File: config.mk
export PLATFORM = sky130hd
export DESIGN_NAME = sdram_cmd_sequencer_flat
export DESIGN_NICKNAME = d
export VERILOG_FILES = /design/src/rtl/sdram_cmd_sequencer_pkg.sv /design/src/rtl/sdram_cmd_sequencer_if.sv /design/src/rtl/sdram_cmd_sequencer_refresh_timer.sv /design/src/rtl/sdram_cmd_sequencer.sv /design/src/flat_wrapper.sv
export SDC_FILE = /design/constraint.sdc
export NUM_CORES = 1
export LEC_CHECK = 0
export BUFFER_PORTS_ARGS = -buffer_cell sky130_fd_sc_hd__buf_2
export CORE_ASPECT_RATIO = 0.6
export CORE_UTILIZATION = 50
export CTS_BUF_LIST = sky130_fd_sc_hd__clkbuf_4 sky130_fd_sc_hd__clkbuf_8
export DETAILED_ROUTE_END_ITERATION = 16
export PLACE_DENSITY_LB_ADDON = 0.12
export SLEW_MARGIN = 40
export SYNTH_ARGS = -nofsm -noshare
export SYNTH_HDL_FRONTEND = slang
export SYNTH_SLANG_ARGS = --single-unit
File: constraint.sdc
create_clock -name clk -period 6.66 [get_ports clk]
set_input_delay 1.332 -clock clk [delete_from_list [all_inputs] [get_ports clk]]
set_output_delay 1.332 -clock clk [all_outputs]
set_load 0.02 [all_outputs]
File: src/rtl/sdram_cmd_sequencer_pkg.sv
// Shared definitions for the SDRAM command sequencer: command codes understood by
// memory_interface and the sequencer state encoding.
package sdram_cmd_sequencer_pkg;

   typedef enum logic [3:0] {
      CMD_DESL  = 4'h0,
      CMD_NOP   = 4'h1,
      CMD_MRS   = 4'h2,
      CMD_ACT   = 4'h3,
      CMD_READ  = 4'h4,
      CMD_READA = 4'h5,
      CMD_WRIT  = 4'h6,
      CMD_WRITA = 4'h7,
      CMD_PRE   = 4'h8,
      CMD_PALL  = 4'h9,
      CMD_BST   = 4'hA,
      CMD_REF   = 4'hB,
      CMD_SELF  = 4'hC,
      CMD_SUP   = 4'hD,
      CMD_REC   = 4'hE
   } cmd_e;

   typedef enum logic [3:0] {
      ST_INIT_WAIT = 4'd0,
      ST_INIT_PRE  = 4'd1,
      ST_INIT_REF  = 4'd2,
      ST_INIT_MRD  = 4'd3,
      ST_IDLE      = 4'd4,
      ST_REF       = 4'd5,
      ST_RCD       = 4'd6,
      ST_CAS       = 4'd7,
      ST_RD_OUT    = 4'd8,
      ST_RP        = 4'd9,
      ST_WRP       = 4'd10
   } state_e;

endpackage

File: src/rtl/sdram_cmd_sequencer_if.sv
// Host request/response and SDRAM command/data bundle; master = host side, slave = sequencer.
interface sdram_cmd_sequencer_if;
   import sdram_cmd_sequencer_pkg::*;

   logic        req;
   logic        req_we;
   logic [21:0] req_addr;
   logic [1:0]  req_be;
   logic [15:0] req_wdata;
   logic        req_ready;
   logic        rd_valid;
   logic [15:0] rd_data;
   logic        init_done;
   cmd_e        command;
   logic [11:0] mrs;
   logic [21:0] addr_out;
   logic [1:0]  be_out;
   logic [15:0] dq_out;
   logic        dq_oe;
   logic [15:0] dq_in;

   modport master (
      output req, req_we, req_addr, req_be, req_wdata, dq_in,
      input  req_ready, rd_valid, rd_data, init_done, command, mrs, addr_out, be_out, dq_out, dq_oe
   );

   modport slave (
      input  req, req_we, req_addr, req_be, req_wdata, dq_in,
      output req_ready, rd_valid, rd_data, init_done, command, mrs, addr_out, be_out, dq_out, dq_oe
   );

endinterface

File: src/rtl/sdram_cmd_sequencer_refresh_timer.sv
// Free-running refresh interval timer with a sticky single-entry refresh request flag.
module sdram_cmd_sequencer_refresh_timer #(
   parameter int REF_INTERVAL = 780
) (
   input  logic clk,
   input  logic rst,
   input  logic en,
   input  logic clr,
   output logic pending,
   output logic pending_next
);

   localparam int TW = $clog2(REF_INTERVAL);

   logic [TW-1:0] cnt_r;
   logic          pending_r;
   logic          wrap_s;

   assign wrap_s = en && (cnt_r == TW'(REF_INTERVAL - 1));

   // A wrap landing on the clearing cycle still requests a refresh, so none is lost.
   always_comb begin
      if (wrap_s) begin
         pending_next = 1'b1;
      end else if (clr) begin
         pending_next = 1'b0;
      end else begin
         pending_next = pending_r;
      end
   end

   // Interval counter and request flag
   always_ff @(posedge clk or posedge rst) begin
      if (rst) begin
         cnt_r     <= '0;
         pending_r <= 1'b0;
      end else begin
         if (wrap_s) begin
            cnt_r <= '0;
         end else if (en) begin
            cnt_r <= cnt_r + TW'(1);
         end else begin
            cnt_r <= cnt_r;
         end
         pending_r <= pending_next;
      end
   end

   assign pending = pending_r;

endmodule

File: src/rtl/sdram_cmd_sequencer.sv
// SDRAM command sequencer: power-up init, periodic auto-refresh and single-word
// host reads/writes via ACT + READA/WRITA, with every output registered.
module sdram_cmd_sequencer
   import sdram_cmd_sequencer_pkg::*;
#(
   parameter int          T_INIT       = 10000,
   parameter int          INIT_REFS    = 8,
   parameter int          T_RP         = 2,
   parameter int          T_RFC        = 7,
   parameter int          T_MRD        = 2,
   parameter int          T_RCD        = 2,
   parameter int          CAS_LAT      = 2,
   parameter int          T_WRP        = 3,
   parameter int          REF_INTERVAL = 780,
   parameter logic [11:0] MRS_VALUE    = 12'h020
) (
   input logic                  clk,
   input logic                  rst,
   sdram_cmd_sequencer_if.slave bus
);

   localparam int CW = $clog2(T_INIT + 1);
   localparam int RW = (INIT_REFS > 1) ? $clog2(INIT_REFS) : 1;

   state_e        state_r, state_s;
   logic [CW-1:0] cnt_r, cnt_s;
   logic [RW-1:0] ref_cnt_r, ref_cnt_s;
   logic          lat_we_r, lat_we_s;
   logic [1:0]    lat_be_r, lat_be_s;
   logic [15:0]   lat_wdata_r, lat_wdata_s;
   logic [15:0]   cap_r, cap_s;
   cmd_e          command_r, command_s;
   logic [21:0]   addr_out_r, addr_out_s;
   logic [1:0]    be_out_r, be_out_s;
   logic [15:0]   dq_out_r, dq_out_s;
   logic          dq_oe_r, dq_oe_s;
   logic          req_ready_r, req_ready_s;
   logic          rd_valid_r, rd_valid_s;
   logic [15:0]   rd_data_r, rd_data_s;
   logic          init_done_r, init_done_s;
   logic          ref_clr_s, ref_pending_s, ref_pending_next_s;

   sdram_cmd_sequencer_refresh_timer #(
      .REF_INTERVAL(REF_INTERVAL)
   ) u_refresh_timer (
      .clk         (clk),
      .rst         (rst),
      .en          (init_done_r),
      .clr         (ref_clr_s),
      .pending     (ref_pending_s),
      .pending_next(ref_pending_next_s)
   );

   // Each command loads cnt with (delay-1); the next step fires when cnt reaches zero.
   always_comb begin
      state_s     = state_r;
      cnt_s       = cnt_r;
      ref_cnt_s   = ref_cnt_r;
      lat_we_s    = lat_we_r;
      lat_be_s    = lat_be_r;
      lat_wdata_s = lat_wdata_r;
      cap_s       = cap_r;
      command_s   = CMD_NOP;
      addr_out_s  = addr_out_r;
      be_out_s    = 2'b11;
      dq_out_s    = 16'h0000;
      dq_oe_s     = 1'b0;
      rd_valid_s  = 1'b0;
      rd_data_s   = rd_data_r;
      init_done_s = init_done_r;
      ref_clr_s   = 1'b0;
      case (state_r)
         ST_INIT_WAIT: begin
            if (cnt_r == CW'(T_INIT)) begin
               command_s = CMD_PALL;
               cnt_s     = CW'(T_RP - 1);
               state_s   = ST_INIT_PRE;
            end else begin
               cnt_s = cnt_r + CW'(1);
            end
         end
         ST_INIT_PRE: begin
            if (cnt_r == '0) begin
               command_s = CMD_REF;
               cnt_s     = CW'(T_RFC - 1);
               state_s   = ST_INIT_REF;
            end else begin
               cnt_s = cnt_r - CW'(1);
            end
         end
         ST_INIT_REF: begin
            if (cnt_r != '0) begin
               cnt_s = cnt_r - CW'(1);
            end else if (ref_cnt_r == RW'(INIT_REFS - 1)) begin
               command_s = CMD_MRS;
               cnt_s     = CW'(T_MRD - 1);
               state_s   = ST_INIT_MRD;
            end else begin
               command_s = CMD_REF;
               ref_cnt_s = ref_cnt_r + RW'(1);
               cnt_s     = CW'(T_RFC - 1);
            end
         end
         ST_INIT_MRD: begin
            if (cnt_r == '0) begin
               init_done_s = 1'b1;
               state_s     = ST_IDLE;
            end else begin
               cnt_s = cnt_r - CW'(1);
            end
         end
         ST_IDLE: begin
            if (ref_pending_s) begin
               command_s = CMD_REF;
               ref_clr_s = 1'b1;
               cnt_s     = CW'(T_RFC - 1);
               state_s   = ST_REF;
            end else if (bus.req && req_ready_r) begin
               command_s   = CMD_ACT;
               addr_out_s  = bus.req_addr;
               lat_we_s    = bus.req_we;
               lat_be_s    = bus.req_be;
               lat_wdata_s = bus.req_wdata;
               cnt_s       = CW'(T_RCD - 1);
               state_s     = ST_RCD;
            end else begin
               state_s = ST_IDLE;
            end
         end
         ST_REF: begin
            if (cnt_r == '0) begin
               state_s = ST_IDLE;
            end else begin
               cnt_s = cnt_r - CW'(1);
            end
         end
         ST_RCD: begin
            if (cnt_r != '0) begin
               cnt_s = cnt_r - CW'(1);
            end else if (lat_we_r) begin
               command_s = CMD_WRITA;
               dq_oe_s   = 1'b1;
               dq_out_s  = lat_wdata_r;
               be_out_s  = ~lat_be_r;
               cnt_s     = CW'(T_WRP - 1);
               state_s   = ST_WRP;
            end else begin
               command_s = CMD_READA;
               be_out_s  = ~lat_be_r;
               cnt_s     = CW'(CAS_LAT - 1);
               state_s   = ST_CAS;
            end
         end
         ST_CAS: begin
            if (cnt_r == '0) begin
               cap_s   = bus.dq_in;
               state_s = ST_RD_OUT;
            end else begin
               cnt_s = cnt_r - CW'(1);
            end
         end
         ST_RD_OUT: begin
            rd_valid_s = 1'b1;
            rd_data_s  = cap_r;
            cnt_s      = CW'(T_RP - 1);
            state_s    = ST_RP;
         end
         ST_RP, ST_WRP: begin
            if (cnt_r == '0) begin
               addr_out_s = 22'h000000;
               state_s    = ST_IDLE;
            end else begin
               cnt_s = cnt_r - CW'(1);
            end
         end
         default: begin
            cnt_s   = '0;
            state_s = ST_INIT_WAIT;
         end
      endcase
      // Uses next-cycle values so ready is never high in a cycle where refresh wins.
      req_ready_s = (state_s == ST_IDLE) && init_done_s && !ref_pending_next_s;
   end

   // State, counters, latched request and registered outputs
   always_ff @(posedge clk or posedge rst) begin
      if (rst) begin
         state_r     <= ST_INIT_WAIT;
         cnt_r       <= '0;
         ref_cnt_r   <= '0;
         lat_we_r    <= 1'b0;
         lat_be_r    <= 2'b00;
         lat_wdata_r <= 16'h0000;
         cap_r       <= 16'h0000;
         command_r   <= CMD_NOP;
         addr_out_r  <= 22'h000000;
         be_out_r    <= 2'b11;
         dq_out_r    <= 16'h0000;
         dq_oe_r     <= 1'b0;
         req_ready_r <= 1'b0;
         rd_valid_r  <= 1'b0;
         rd_data_r   <= 16'h0000;
         init_done_r <= 1'b0;
      end else begin
         state_r     <= state_s;
         cnt_r       <= cnt_s;
         ref_cnt_r   <= ref_cnt_s;
         lat_we_r    <= lat_we_s;
         lat_be_r    <= lat_be_s;
         lat_wdata_r <= lat_wdata_s;
         cap_r       <= cap_s;
         command_r   <= command_s;
         addr_out_r  <= addr_out_s;
         be_out_r    <= be_out_s;
         dq_out_r    <= dq_out_s;
         dq_oe_r     <= dq_oe_s;
         req_ready_r <= req_ready_s;
         rd_valid_r  <= rd_valid_s;
         rd_data_r   <= rd_data_s;
         init_done_r <= init_done_s;
      end
   end

   assign bus.command   = command_r;
   assign bus.mrs       = MRS_VALUE;
   assign bus.addr_out  = addr_out_r;
   assign bus.be_out    = be_out_r;
   assign bus.dq_out    = dq_out_r;
   assign bus.dq_oe     = dq_oe_r;
   assign bus.req_ready = req_ready_r;
   assign bus.rd_valid  = rd_valid_r;
   assign bus.rd_data   = rd_data_r;
   assign bus.init_done = init_done_r;

endmodule
File: src/flat_wrapper.sv
// flat-port wrapper written by rule: the top's interface ports become plain ports
module sdram_cmd_sequencer_flat import sdram_cmd_sequencer_pkg::*;
#(
   parameter int          T_INIT       = 10000,
   parameter int          INIT_REFS    = 8,
   parameter int          T_RP         = 2,
   parameter int          T_RFC        = 7,
   parameter int          T_MRD        = 2,
   parameter int          T_RCD        = 2,
   parameter int          CAS_LAT      = 2,
   parameter int          T_WRP        = 3,
   parameter int          REF_INTERVAL = 780,
   parameter logic [11:0] MRS_VALUE    = 12'h020
)
  (clk, rst, bus_req, bus_req_we, bus_req_addr, bus_req_be, bus_req_wdata, bus_dq_in, bus_req_ready, bus_rd_valid, bus_rd_data, bus_init_done, bus_command, bus_mrs, bus_addr_out, bus_be_out, bus_dq_out, bus_dq_oe);
  sdram_cmd_sequencer_if bus_i ();
  input logic clk;
  input logic rst;
  input wire logic [$bits(bus_i.req)-1:0] bus_req;
  input wire logic [$bits(bus_i.req_we)-1:0] bus_req_we;
  input wire logic [$bits(bus_i.req_addr)-1:0] bus_req_addr;
  input wire logic [$bits(bus_i.req_be)-1:0] bus_req_be;
  input wire logic [$bits(bus_i.req_wdata)-1:0] bus_req_wdata;
  input wire logic [$bits(bus_i.dq_in)-1:0] bus_dq_in;
  output wire logic [$bits(bus_i.req_ready)-1:0] bus_req_ready;
  output wire logic [$bits(bus_i.rd_valid)-1:0] bus_rd_valid;
  output wire logic [$bits(bus_i.rd_data)-1:0] bus_rd_data;
  output wire logic [$bits(bus_i.init_done)-1:0] bus_init_done;
  output wire logic [$bits(bus_i.command)-1:0] bus_command;
  output wire logic [$bits(bus_i.mrs)-1:0] bus_mrs;
  output wire logic [$bits(bus_i.addr_out)-1:0] bus_addr_out;
  output wire logic [$bits(bus_i.be_out)-1:0] bus_be_out;
  output wire logic [$bits(bus_i.dq_out)-1:0] bus_dq_out;
  output wire logic [$bits(bus_i.dq_oe)-1:0] bus_dq_oe;
  assign bus_i.req = bus_req;
  assign bus_i.req_we = bus_req_we;
  assign bus_i.req_addr = bus_req_addr;
  assign bus_i.req_be = bus_req_be;
  assign bus_i.req_wdata = bus_req_wdata;
  assign bus_i.dq_in = bus_dq_in;
  assign bus_req_ready = bus_i.req_ready;
  assign bus_rd_valid = bus_i.rd_valid;
  assign bus_rd_data = bus_i.rd_data;
  assign bus_init_done = bus_i.init_done;
  assign bus_command = bus_i.command;
  assign bus_mrs = bus_i.mrs;
  assign bus_addr_out = bus_i.addr_out;
  assign bus_be_out = bus_i.be_out;
  assign bus_dq_out = bus_i.dq_out;
  assign bus_dq_oe = bus_i.dq_oe;
  sdram_cmd_sequencer #(.T_INIT(T_INIT), .INIT_REFS(INIT_REFS), .T_RP(T_RP), .T_RFC(T_RFC), .T_MRD(T_MRD), .T_RCD(T_RCD), .CAS_LAT(CAS_LAT), .T_WRP(T_WRP), .REF_INTERVAL(REF_INTERVAL), .MRS_VALUE(MRS_VALUE)) u_core (.clk(clk), .rst(rst), .bus(bus_i));
endmodule
Yosys cells after proc, flatten, opt, wreduce, memory -nomap -nowiden --
Cells that the tools add are included.
Storage, ports and cells: register bits after elaboration 131, input port bits 60, output and inout bits 76
Cells by class: $add $sub $neg 4, equal/unequal tests 19, mux-type cells 51, bitwise operators 4, reductions and logical operators 18
Operators by type and width (count):
- 14-bit 2-to-1 mux | 7
- 14-bit one-hot mux with 7 select lines | 1
- 22-bit 2-to-1 mux | 3
- 4-bit 2-to-1 mux | 15
- 16-bit 2-to-1 mux | 3
- 22-bit one-hot mux with 2 select lines | 1
- 4-bit one-hot mux with 8 select lines | 1
- 4-bit by 3-bit == test with 1-bit output (second input constant) | 5
- 10-bit 2-to-1 mux | 2
- 4-bit one-hot mux with 5 select lines | 1
- 14-bit by 1-bit adder with 14-bit output (second input constant) | 1
- 14-bit == test (second input constant) | 1
- 14-bit logical NOT | 1
- 14-bit nonzero test | 1
- 14-bit by 1-bit subtractor with 14-bit output (second input constant) | 1
- 4-bit == test (second input constant) | 3
- 2-bit 2-to-1 mux | 6
- 10-bit by 1-bit adder with 10-bit output (second input constant) | 1
- 10-bit == test (second input constant) | 1
- 1-bit 2-to-1 mux | 10
- 4-bit by 2-bit == test with 1-bit output (second input constant) | 2
- 3-bit AND reduction | 2
- 5-bit OR reduction | 1
- 4-bit by 1-bit == test with 1-bit output (second input constant) | 1
- other kinds (16) | 25

Longest topological paths before layout --
Gate-level depths: netlist of the first run.
depth in word-level cells 7, mapped depth 10, mapped depth without buffers 8

Hierarchy --
A second synthesis of the first run with hierarchy kept.
Unflattened totals: cells, all modules 578, area total of the unflattened synthesis 6258.5 µm²
Modules (own cells, without submodules):
- sdram_cmd_sequencer | instances 1, cells an instance 524, area each 5681.7 µm², seq. area each 3006.6 µm²
- sdram_cmd_sequencer_refresh_timer | instances 1, cells an instance 54, area each 576.8 µm², seq. area each 275.3 µm²

Worst setup path after synthesis of the first run --
Ideal clock, no wire load.
kind input -> register, from input bus_req, to register u_core.cnt_r[1], library setup time 0.126 ns, data arrival time 2.360 ns, data required time 6.534 ns, setup slack 4.174 ns, stages 5, buffers on the path 1, cell sequence a21oi_1 -> a22o_1 -> a32o_1 -> buf_2 -> a221o_1
Between the ends: word-level cells in the longest chain between the ends 3
RTL lines:
- start, declared | line flat_wrapper.sv:19 | input wire logic [$bits(bus_i.req)-1:0] bus_req;
- 1-bit logical AND | line sdram_cmd_sequencer.sv:118 | end else if (bus.req && req_ready_r) begin
- 3-bit by 2-bit inequality test with 1-bit output (no line)
- 2-bit AND reduction (no line)
- end signal, assigned | line sdram_cmd_sequencer.sv:206 | cnt_r <= cnt_s;
- end, declared | line sdram_cmd_sequencer.sv:26 | logic [CW-1:0] cnt_r, cnt_s;
Every way passes these cells. A chain may end at the register's enable or synchronous reset.

Worst setup path in the final report of the first run --
from register u_core.cnt_r[0], to register u_core.command_r[1], in the netlist u_core.bus.command[1]
Between the ends: word-level cells in the longest chain between the ends 3, elaborated cells between the ends (all ways) 6
RTL lines:
- 14-bit nonzero test or 14-bit logical NOT (tied branches) | line sdram_cmd_sequencer.sv:92, sdram_cmd_sequencer.sv:138, sdram_cmd_sequencer.sv:83
- 4-bit 2-to-1 mux, on equally long branches | line sdram_cmd_sequencer.sv:138, sdram_cmd_sequencer.sv:83, sdram_cmd_sequencer.sv:92
- 4-bit one-hot mux with 5 select lines (*) | line sdram_cmd_sequencer.sv:72 | case (state_r)
- net u_core.command_s[1] | line sdram_cmd_sequencer.sv:32 | cmd_e command_r, command_s;
- end signal, assigned | line sdram_cmd_sequencer.sv:212 | command_r <= command_s;
- end, declared | line sdram_cmd_sequencer.sv:32
The timed path passes the listed nets; every way through them passes the cells marked *.

==> summary.txt, run 1 <==
STA
  – Final worst-path cycle share: 0.417
  – Highest clock rate: 360 MHz
  – Slew headroom: 0.496
  – Slew Viols, Final: 0
  – # setup viols final: 0
  – Fin crit period: approximately 2.8 ns
  – Unrepaired setup endpoints after global routing: false
  – Slew of the pin with the lowest slew margin: 0.750 ns
  – Final hold viol count: 0
  – Worst Skew: about 0.019 ns
  – Setup_tns: 0 ns

Layout
  – Finished Core Util: 0.616
  – Share of layout cells above drive strength 1: 0.357
  – # nets final: ~700
  – Footprint of the multi-input gates: around 0.0025 sq mm
  – Synth-to-Final Area Change: 18.2%
  – Fin area: 0.00705 sq mm
  – Seq. cell area: 0.00328 sq mm
  – Filler cell count: 949
  – Diodes inserted: 0

Setup path
  – Crit path to: u_core.bus.command[1]
  – R2R Path Start: u_core.cnt_r[0]
  – Nature of the critical path endpoint: register
  – FF-to-FF setup slack: 3.88 ns
  – Req. time, crit path: 7.03 ns
  – Critical path fanouts, max: 20
  – Worst Path Arrival: 3.15 ns
  – Reg2reg path depth: 7
  – Worst r2r dst: u_core.bus.command[1]
  – Crit Path Category: register to register
  – Startpoint Class: register
  – Crit. Startpoint: u_core.cnt_r[0]

CTS
  – Skew-Pair Late Insertion Delay: 0.44 ns
  – Setup Buffers After CTS: 0
  – Clock Tree Buf Depth: 2
  – Worst-path clk slew: 0.08 ns
  – Hold-fix buffers, CTS: 0
  – CTS tree: done
  – H-tree depth: 4
  – Num Clock Sinks: 131
  – Post-CTS sizing: 0
  – Root Driver: clkbuf_8
  – Num CTS Buffers: 17

Placement
  – Post-DP HPWL: 9180 um
  – GPL Wtd Cong: 0.920
  – IO buf count: ~120
  – Post-DP Area: ~0.0067 sq mm

Route
  – DRC viols: 0
  – Vias per cell: 5.52
  – WL/cell: 16.5 um
  – Initial DRC Count: 354
  – Vias: 4468
  – DRT antenna net count: 0
  – Detailed Routing Iterations Pass 1: 5
  – Routed WL: 13300 um

Hold path
  – HP Class: register to register

Synthesis
  – Yosys warns: 0
  – Yosys cell types: 60
  – Most numerous cell in the Yosys netlist: dfrtp_1
  – Syn Area/Cell: around 11 sq um
  – Multiplexer area fraction after synthesis: 0.102
  – Top-area cell type share of the netlist area: 0.537
  – Dominant cells by area after synthesis: dfrtp_1, mux2_2, a22o_1
  – Synthesized area: 0.00597 sq mm
  – Compound-Gate Fraction of Synth Area: 0.120
  – Largest family of logic cells by synthesized area: simple AND/OR/NAND/NOR gates
  – Top FF cell, synth: dfrtp_1
  – Leading area contributor after synthesis: dfrtp_1
  – Number of synthesized flops with an enable pin: 0
  – Simple-gate share of the synthesized area: 0.145
  – Register area share after synthesis: 0.550
  – FF+latch count, synth: approximately 130
  – Post-Syn Instances: 524
  – Xor and xnor area share after synthesis: 0.0220
  – Adder-Cell Fraction of Synth Area: 0.0143
  – Post-synth ARST share: 1.00
  – Synth top cells by count: dfrtp_1, mux2_2, nor2_1

GRT
  – Gr usage total: 0.231
  – Vias in the first global route: 4161
  – First-pass GRT wire length: 21900 um
  – Antenna violations before repair: 0
  – Largest net degree at the start of global routing: 70
  – Overflow after GRT: 0

Pwr
  – Net Sw Frac: 0.258
  – Comb pwr share: 0.029
  – Clk pwr share: 0.430
  – Int Power: between 1000 and 1500 uW
  – Pwr Total: between 1000 and 1500 uW
  – Peak supply drop: around 0.00011 V
  – LEAKAGE: 0.00363 uW
  – Switching power: 382 uW
  – Pwr per Cell Area: between 200 and 250 mW/mm^2
  – Reg power frac: 0.541

Floorplan
  – Starting Density: 0.521
  – Rows: 30
  – Core area: 0.0114 sq mm
  – Die area: 0.0124 sq mm
  – Die W: 143 um
  – Die Ht: 86.6 um
  – I/O pin count: 136

Run
  – Max_cap viols: 0

Status
  – Outcome: finished, final reports clean
[power by group through the flow]
stage	registers (uW)	logic (uW)	clock network (uW)
4_1_cts	802	44.1	658
3_3_place_gp	817	42.9	0
3_5_place_dp	818	44.1	0
2_1_floorplan	817	27.4	0
5_1_grt	803	49.3	696
6_report	802	43.1	638
[worst min path at each step]
| stage | startpoint | endpoint | slack (ns) | cells past startpoint |
|---|---|---|---|---|
| floorplan | u_core.lat_be_r[0] | u_core.bus.be_out[0] | 0.37 | 1 |
| global placement | u_core.lat_be_r[1] | u_core.bus.be_out[1] | 0.38 | 1 |
| detailed placement | u_core.lat_be_r[1] | u_core.bus.be_out[1] | 0.40 | 1 |
| CTS | u_core.lat_be_r[1] | u_core.bus.be_out[1] | 0.42 | 1 |
| global route | u_core.lat_be_r[1] | u_core.bus.be_out[1] | 0.45 | 1 |
| finish | u_core.lat_be_r[0] | u_core.bus.be_out[0] | 0.41 | 1 |
[kinds of logic after synthesis]
logic type,Yosys count
simple gates,159
flops,131
compound gates,100
other cells,2
fa+ha+maj,7
mux,54
buf+inv,56
xor+xnor,15
[critical path: stages, from the launching register on]
cell	delay, ns
dfrtp_1	0.45
inv_1	0.13
ha_1	0.15
nor4b_2	0.35
nand4_1	0.57
nor3_4	0.74
and2_1	0.23
or3_1	0.10
[layer usage]
layer / vias up / wire [um] / track usage
met5: - / 0 / 0
met4: 0 / 78 / 0.0469
met3: 9 / 1260 / 0.0983
met2: 194 / 5720 / 0.317
met1: 2165 / 6300 / 0.338
li1: 2100 / - / -
[stage by stage]
stage | std cells | hold WS, ns | setup slack [ns]
after global routing | 809 | 0.450 | 3.71
after detailed placement | 777 | 0.397 | 3.73
after global placement | 777 | 0.383 | 3.80
after CTS | 809 | 0.420 | 3.90
final | 809 | 0.408 | 3.88
after floorplan | 534 | 0.368 | 1.84
[area by class of cell]
| class | instances | area share |
|---|---|---|
| timing repair buffer | 129 | 0.0942 |
| clock buffer | 18 | 0.0351 |
| clock inverter | 14 | 0.0193 |
| tap | 160 | 0.0284 |
| multi-input combinational | 347 | 0.351 |
| inverter | 10 | 0.00603 |
| sequential | 131 | 0.465 |
[cells in the final DEF, fill, tap and decap left out, types with 5 or more instances in the layout]
master and n:
xor2_1 8, inv_6 5, xnor2_1 7, nand3_1 14, nand2b_1 5, nand4_1 9, dfrtp_1 128, nor2b_1 7
clkbuf_8 18, o211ai_1 5, buf_2 123, and2_1 5, and3_1 18, o21ai_0 21, nor2_1 35, a32o_1 5
mux2_2 53, buf_4 5, conb_1 12, nand2_1 27, inv_1 9, clkinv_4 5, a22o_1 26, a21oi_1 14
ha_1 6, nor3_1 15
[state kept, by name, summed over array words and instances (netlist names)]
| name | flops |
|---|---|
| u_core.bus.addr_out | 22 |
| u_core.bus.dq_out | 16 |
| u_core.bus.rd_data | 16 |
| u_core.cap_r | 16 |
| u_core.lat_wdata_r | 16 |
| u_core.cnt_r | 14 |
| u_core.u_refresh_timer.cnt_r | 10 |
| u_core.bus.command | 4 |
| u_core.state_r | 4 |
| u_core.ref_cnt_r | 3 |
| u_core.bus.be_out | 2 |
| u_core.lat_be_r | 2 |
| u_core.bus.dq_oe | 1 |
| u_core.bus.init_done | 1 |
| u_core.bus.rd_valid | 1 |
| u_core.bus.req_ready | 1 |
| u_core.lat_we_r | 1 |
| u_core.u_refresh_timer.pending | 1 |
Note: power is estimated with default switching activity, not from simulation.
==> run 2: changes to the inputs <==
Clock period 6.66 ns to 2.7 ns, I/O delays scaled along.
==> run 2 against run 1 <==
  * Critical path type unchanged
  * First-iteration DRC count increased by 39%
  * Clock skew decreased by 0.0060 ns
  * Cell count increased by 2.0%
  * Die area unchanged
  * Critical endpoint is now u_core.cnt_r[5]
  * Routed wire length increased by 5.1%
  * Global-route usage increased by 1.4 points
  * Critical path depth increased by 1
  * Largest cell class unchanged
  * Via count increased by 1.5%
==> summary.txt, run 2 (synthesis gave the netlist of run 1 again) <==
Floorplan
  – Rows: 30 (unchanged)
  – I/O pin count: 136 (unchanged)
  – Die area: 0.0124 sq mm (unchanged)
  – Die W: 143 um (unchanged)
  – Die Ht: 86.6 um (unchanged)
  – Starting Density: 0.521 (unchanged)
  – Core area: 0.0114 sq mm (unchanged)

Pwr
  – Int Power: 2870 uW (+160%)
  – Clk pwr share: 0.449 (+0.019)
  – Reg power frac: 0.521 (-0.020)
  – Peak supply drop: 0.000280 V (+150%)
  – Switching power: 933 uW (+140%)
  – Pwr per Cell Area: 526 mW/mm^2 (+150%)
  – Comb pwr share: 0.030 (about the same)
  – Net Sw Frac: 0.246 (-0.0120)
  – LEAKAGE: 0.00373 uW (+2.6%)

GRT
  – Antenna violations before repair: 0 (unchanged)
  – Overflow after GRT: 0 (unchanged)
  – First-pass GRT wire length: 22800 um (+4.4%)
  – Gr usage total: 0.245 (+0.0135)
  – Largest net degree at the start of global routing: 75 (+7.1%)
  – Vias in the first global route: 4454 (+7.0%)

Layout
  – Most frequent cells in the layout: dfrtp_1, buf_2, mux2_2
  – Fin area: 0.00722 sq mm (+2.4%)
  – Finished Core Util: 0.631 (+0.0150)
  – Max FFs per register: 22 (unchanged)
  – Diodes inserted: 0 (unchanged)
  – Most common cell after layout, fill and taps aside: dfrtp_1
  – Share of layout cells above drive strength 1: 0.373 (+0.0155)
  – # nets final: 719 (+2.4%)
  – Synth-to-Final Area Change: 21.1%

STA
  – Final WS setup: 0.239 ns (-3.64 ns)
  – Highest clock rate: 406 MHz (+13%)
  – Unrepaired setup endpoints after global routing: false
  – Hold slack: 0.220 ns (-0.188 ns)
  – Final worst-path cycle share: 0.911 (+0.495)
  – Fin crit period: 2.46 ns (-0.315 ns)
  – Slew Viols, Final: 0 (unchanged)
  – Slew of the pin with the lowest slew margin: 0.743 ns (-0.00625 ns)
  – Worst Skew: 0.0129 ns (-0.00598 ns)
  – # setup viols final: 0 (unchanged)
  – Slew headroom: 0.503 (+0.00699)
  – Setup_tns: 0 ns (unchanged)
  – Final hold viol count: 0 (unchanged)

Route
  – WL/cell: 17.0 um (+3.1%)
  – DRC viols: 0 (unchanged)
  – DRT antenna net count: 0 (unchanged)
  – Vias: 4536 (+1.5%)
  – Routed WL: 14000 um (+5.1%)
  – Vias per cell: 5.50 (-0.45%)
  – Detailed Routing Iterations Pass 1: 5 (unchanged)
  – Initial DRC Count: 492 (+39%)

Run
  – Max_cap viols: 0 (unchanged)

Status
  – Outcome: finished, final reports clean

Placement
  – Post-DP HPWL: 9750 um (+6.2%)
  – IO buf count: 123 (unchanged)
  – GPL Wtd Cong: 0.931 (+1.1%)
  – Post-DP Area: 0.00682 sq mm (+2.4%)
  – Worst slack, placed: 0.244 ns (-3.49 ns)

CTS
  – Skew-Pair Late Insertion Delay: 0.43 ns (about the same)
  – Num Clock Sinks: 131 (unchanged)
  – Num CTS Buffers: 17 (unchanged)
  – Root Driver: clkbuf_8
  – Worst-path clk slew: 0.09 ns (about the same)
  – Clock Tree Buf Depth: 2 (unchanged)
  – Hold-fix buffers, CTS: 0 (unchanged)
  – Setup Buffers After CTS: 0 (unchanged)
  – CTS tree: done
  – H-tree depth: 4 (unchanged)
  – Post-CTS sizing: 0 (unchanged)

Setup path
  – Worst Path Arrival: 2.83 ns (-0.32 ns)
  – Nature of the critical path endpoint: register
  – Crit Path Category: register to register
  – Critical path fanouts, max: 14 (-30%)
  – Req. time, crit path: 3.07 ns (-3.96 ns)
  – Startpoint Class: register

Hold path
  – HP Class: primary input to asynchronous set/reset pin
run 2: area by class of cell:
cell class / count / area, sq um
multi-input combinational: 347 / 2470
tap: 160 / 200
clock inverter: 14 / 168
sequential: 131 / 3280
inverter: 10 / 41.3
timing repair buffer: 146 / 826
clock buffer: 17 / 234
fill: 931 / 4230
run 2: worst paths after layout:
kind | from | end | slack, ns | depth (start not counted)
min reg2reg | u_core.lat_be_r[0] | u_core.bus.be_out[0] | 0.40 | 1
max reg2reg | u_core.cnt_r[0] | u_core.cnt_r[5] | 0.24 | 8
min | rst | u_core.bus.addr_out[13] | 0.22 | 3
min in group clk | bus_req_addr[2] | u_core.bus.addr_out[2] | 0.33 | 2
max in group asynchronous | rst | u_core.bus.command[0] | 2.10 | 3
max | u_core.cnt_r[0] | u_core.cnt_r[5] | 0.24 | 8
run 2: worst max-delay path, cell delays in order, from the launching register on:
cell and delay (ns):
dfrtp_1 0.46, inv_1 0.13, ha_1 0.15, nor4b_2 0.32, and4_1 0.28, a22o_1 0.18
a32o_1 0.51, o21bai_1 0.20, a32o_1 0.15
run 2: power by group through the flow:
stage	sequential (uW)	clock [uW]	combinational [uW]
floorplan	2020	0	67.9
global placement	2020	0	112
detailed placement	2020	0	115
CTS	1980	1740	116
global route	1980	1830	128
finish	1980	1710	113
run 2: metal layers:
metal / up-vias / routed length (um) / GRT usage
met5: - / 0 / 0
li1: 2123 / - / -
met3: 16 / 1400 / 0.0818
met4: 0 / 146 / 0.0850
met1: 2206 / 6490 / 0.355
met2: 191 / 6000 / 0.340
run 2: stage by stage:
step	power, uW	std cells
after CTS	3830	825
after global routing	3940	825
after detailed placement	2130	794
final	3800	825
after global placement	2130	794
after floorplan	2080	534
